$ cat src/rtl/i2563_event_monitor.sv
// ---------------------------------------------------------------------------
// i2563_event_monitor
//
// Observation stage that sits after the test_I2563 subcircuit. Each qualified
// clock it consumes the single-bit I2563 output, looks for the overlapping
// serial pattern 1-0-1-1, counts detections in a saturating counter and
// compacts the sampled stream into a MISR signature.
//
// Ports:
//   I1294   in   1       clock, rising edge
//   I1301   in   1       asynchronous active-low reset
//   I2563   in   1       monitored data bit
//   I1908   in   1       sample enable
//   I2234   in   1       synchronous clear (wins over sample enable)
//   o_hit   out  1       one-cycle pulse after the edge that completes 1-0-1-1
//   o_count out  CNT_W   saturating hit count
//   o_sat   out  1       high while o_count is all-ones
//   o_sig   out  SIG_W   MISR signature
// ---------------------------------------------------------------------------
module i2563_event_monitor #(
   parameter int               CNT_W = 4,
   parameter int               SIG_W = 8,
   parameter logic [SIG_W-1:0] POLY  = 8'h1D
) (
   input  logic             I1294,
   input  logic             I1301,
   input  logic             I2563,
   input  logic             I1908,
   input  logic             I2234,
   output logic             o_hit,
   output logic [CNT_W-1:0] o_count,
   output logic             o_sat,
   output logic [SIG_W-1:0] o_sig
);

   typedef enum logic [1:0] {
      IDLE = 2'd0,
      S1   = 2'd1,
      S10  = 2'd2,
      S101 = 2'd3
   } state_t;

   localparam logic [CNT_W-1:0] CountMax = {CNT_W{1'b1}};
   localparam logic [CNT_W-1:0] CountOne = {{(CNT_W-1){1'b0}}, 1'b1};

   state_t             state_q, state_d;
   logic               hit_q, hit_d;
   logic [CNT_W-1:0]   count_q, count_d;
   logic               sat_q, sat_d;
   logic [SIG_W-1:0]   sig_q, sig_d;

   // Next-state logic. Clear beats sample, and a disabled cycle freezes the
   // matcher, counter and signature so gaps never break a partial match.
   // The hit pulse only survives one cycle because it defaults to zero here.
   always_comb begin
      state_d = state_q;
      hit_d   = 1'b0;
      count_d = count_q;
      sig_d   = sig_q;

      if (I2234) begin
         state_d = IDLE;
         count_d = '0;
         sig_d   = '0;
      end else if (I1908) begin
         // MISR step: shift out the MSB, fold it back through the taps,
         // and inject the new bit at the LSB.
         sig_d = {sig_q[SIG_W-2:0], 1'b0}
               ^ (sig_q[SIG_W-1] ? POLY : {SIG_W{1'b0}})
               ^ {{(SIG_W-1){1'b0}}, I2563};

         unique case (state_q)
            IDLE: state_d = I2563 ? S1 : IDLE;
            S1:   state_d = I2563 ? S1 : S10;
            S10:  state_d = I2563 ? S101 : IDLE;
            S101: begin
               if (I2563) begin
                  // The trailing 1 of a match also starts the next one.
                  state_d = S1;
                  hit_d   = 1'b1;
               end else begin
                  state_d = S10;
               end
            end
            default: state_d = IDLE;
         endcase

         if (hit_d && (count_q != CountMax)) begin
            count_d = count_q + CountOne;
         end
      end

      // Saturation flag is derived from the next count so it is registered
      // on the same edge and always agrees with o_count.
      sat_d = (count_d == CountMax);
   end

   // State and output registers; every output comes straight from a flop.
   always_ff @(posedge I1294 or negedge I1301) begin
      if (!I1301) begin
         state_q <= IDLE;
         hit_q   <= 1'b0;
         count_q <= '0;
         sat_q   <= 1'b0;
         sig_q   <= '0;
      end else begin
         state_q <= state_d;
         hit_q   <= hit_d;
         count_q <= count_d;
         sat_q   <= sat_d;
         sig_q   <= sig_d;
      end
   end

   assign o_hit   = hit_q;
   assign o_count = count_q;
   assign o_sat   = sat_q;
   assign o_sig   = sig_q;

endmodule

$ cat config.mk
export PLATFORM = sky130hd
export DESIGN_NAME = i2563_event_monitor
export DESIGN_NICKNAME = d
export VERILOG_FILES = /design/src/rtl/i2563_event_monitor.sv
export SDC_FILE = /design/constraint.sdc
export NUM_CORES = 1
export LEC_CHECK = 0
export BUFFER_PORTS_ARGS = -buffer_cell sky130_fd_sc_hd__buf_2
export CAP_MARGIN = 20
export CORE_ASPECT_RATIO = 1.2
export CORE_MARGIN = 4
export CORE_UTILIZATION = 50
export DETAILED_ROUTE_END_ITERATION = 6
export HOLD_SLACK_MARGIN = 0.08
export PLACE_DENSITY_LB_ADDON = 0.2
export SKIP_LAST_GASP = 1
export SYNTH_ARGS = -nofsm -noshare
export SYNTH_HDL_FRONTEND = slang
export SYNTH_SLANG_ARGS = --single-unit
$ cat constraint.sdc
create_clock -name I1294 -period 5.06 [get_ports I1294]
set_clock_uncertainty 0.15 [all_clocks]
set_input_delay 1.012 -clock I1294 [delete_from_list [all_inputs] [get_ports I1294]]
set_output_delay 1.012 -clock I1294 [all_outputs]
set_load 0.02 [all_outputs]
==> metrics.cfg <==
[clock_network]
cts_hold_buf=0
cts_resized=0
cts_root_buffer=clkbuf_4
htreeDepth=1
cts_tree=done
cts_made_buffers=3
postCtsSetupBuffers=0
worstSkewPairLatency_ns=0.29
max-clock-path-buffers=2
cts.sinks=16
clkSlewWorstSetupHoldPaths_ns=0.09

[placed_design]
gp_congestion=0.744
placed_area_um2=876
dp_hpwl_mm=1.02
port_buffers=18

[pwr]
ir_drop_uv=196
pwr_density_cell_nw_per_um2=262
p_switching_mw=0.0563
swShare=0.236
p_seq_frac=0.563
leakagePower_nw=0.464
combinationalPowerShare=0.094
internal_power_mw=0.183
clkPwrFrac=0.343

[critical_path]
path_depth=1
crit_path_max_incr_delay_ns=0.53
timing.rr.end=o_sat
cp_top_family=flip-flops
reg2reg_slack_ns=3.29
r2r-start=o_count[0]
worstPathMaxFanout=9
critical_path_buf_inv_count=1
crit_path_start=o_count[2]
crit_type=flop to output port
crit_end=o_count[2]
cp-end-kind=output port
critPathLaunchType=flop
crit_slowest_cell=dfrtp_1
critical_path.cell_chain=buf_2
cp.required_ns=3.90
reg2reg_depth=5
arrival_ns=1.04

[global_routing]
grt_max_degree=18
antenna_found_initial=0
groute.usage.overall=0.145
grt-ovfl-total=0
grt_pass1_wl_mm=2.42
grt_pass1_vias=534

[synth]
syn_nets=78
syn_inst=72
syn_area_um2=796
synth-xor-area-share=0.0550
synth_seq_area_share=0.503
ys_types=25
netlist.area_leader.share=0.503
synth_compound_area_frac=0.102
yosys-top-cells-area=dfrtp_1 (50%), mux2i_1 (8.8%), nor2_1 (7.1%), xnor2_1 (5.5%), a211oi_1 (3.8%)
syn_area_per_cell_um2=11.1
synthAdderAreaFrac=0.0157
ys_seq_elements=16
yosys_warnings=0
synth-simple-area-share=0.178
synth_mux_area_frac=0.102
synth_top_family_by_area=simple AND/OR/NAND/NOR gates
yosysTopAreaCell=dfrtp_1

[timing]
finalHoldViolCount=0
finalSetupViolations=0
drv_slew=0
max_slew.worst_pin.slew_ns=0.344
fin_crit_sh=0.436
fin_hold_ws_ns=0.409
finalSetupTns_ns=0
timing.final.crit_period_ns=2.21
fmax_mhz=453
relSlewSlack=0.771
rsz0062_at_grt=false

[routing]
first_pass_iters=4
routed-via-count=559
ant_nets=0
dr.first_iter.drc_count=4
vias_per_cell=5.32
wire_per_inst_um=13.0
wirelength_mm=1.37
drc=0

[job]
drv_cap=0

[floorplan]
num_io_pins=19
coreArea_um2=1460
dieArea_um2=2300
initial_core_util=0.544
die_x_um=44.4
die_y_um=51.7
rows=15

[layout]
drive_gt1_frac=0.295
layout_common_cells=buf_2 (18), dfrtp_1 (16), nor2_1 (15), mux2i_1 (7), xnor2_1 (5)
antennaDiodeCount=0
layout_commonest_cell=buf_2
syn_to_final_growth_pct=14.6
num-fill-cells=113
postLayoutCellArea_um2=912
nets=95

[status]
status=complete, no violations

[min_path]
min-delay-start=o_sig[6]
hold_class=flop to flop

cell families (layout without fill, tap and decap cells):
logic type,after synthesis,after routing
multiplexers,8,8
buffers and inverters,7,23
AO/OA/AOI/OAI,10,10
XOR/XNOR,5,5
adder cells (fa/ha/maj),1,1
flip-flops,16,16
AND/OR/NAND/NOR,25,25
area by class of cell:
| class | instances | area, um^2 | area share |
|---|---|---|---|
| Sequential cell | 16 | 400 | 0.439 |
| Multi-Input combinational cell | 49 | 360 | 0.395 |
| Timing Repair Buffer | 18 | 90.1 | 0.0988 |
| Tap cell | 17 | 21.3 | 0.0233 |
| Clock buffer | 4 | 36.3 | 0.0398 |
| Inverter | 1 | 3.75 | 0.00412 |
sequential cells by signal, indices dropped and copies added, names as in the netlist:
register / cells
o_sig: 8
o_count: 4
state_q: 2
o_hit: 1
o_sat: 1
worst min-delay path by stage:
stage / slack [ns] / end / cells past startpoint
after floorplan: 0.41 / state_q[1] / 2
after global placement: 0.38 / o_sig[5] / 2
after detailed placement: 0.39 / o_sig[7] / 2
after CTS: 0.41 / o_sig[7] / 2
after global routing: 0.46 / o_sig[7] / 2
final: 0.41 / o_sig[7] / 2
per-stage QoR:
stage          setup WS [ns]  instances   util  total power [mW]
3_3_place_gp            2.60        101  0.598             0.160
4_1_cts                 2.84        105  0.623             0.243
3_5_place_dp            2.57        101  0.598             0.160
5_1_grt                 2.80        105  0.623             0.250
2_1_floorplan           2.86         72      -             0.152
6_report                2.85        105  0.623             0.239
power groups by stage:
stage	Clock [mW]	Sequential, mW	Combinational, mW
finish	0.0821	0.135	0.0224
global route	0.0900	0.135	0.0250
CTS	0.0855	0.135	0.0228
detailed placement	0	0.137	0.0227
global placement	0	0.137	0.0226
floorplan	0	0.140	0.0117
cells in the mapped netlist:
library cell / number
o31ai_1: 1
a21oi_1: 2
and4b_1: 1
nand2_1: 2
and4_4: 1
mux2_1: 1
xnor2_1: 5
clkbuf_1: 4
nor3_1: 1
a211oi_1: 4
nand3_1: 1
and3_1: 1
nand4_1: 1
nor2_1: 15
dfrtp_1: 16
nor4_2: 1
buf_6: 1
nand4_4: 1
buf_2: 1
o21ai_1: 1
mux2i_1: 7
a22oi_1: 1
inv_1: 1
ha_1: 1
a31oi_4: 1
per-layer routing:
metal	global-route usage	routed length, um	share of wire	vias up
li1	-	-	-	283
met1	0.196	621	0.45	259
met2	0.214	656	0.48	15
met3	0.0208	62	0.045	2
met4	0.0905	29	0.021	0
met5	0	0	0	-
worst min-delay path, stage by stage, from the launching register on:
cell and delay (ns):
dfrtp_1 0.37, mux2i_1 0.08, nor2_1 0.07
Power figures use the tool's default switching activity.
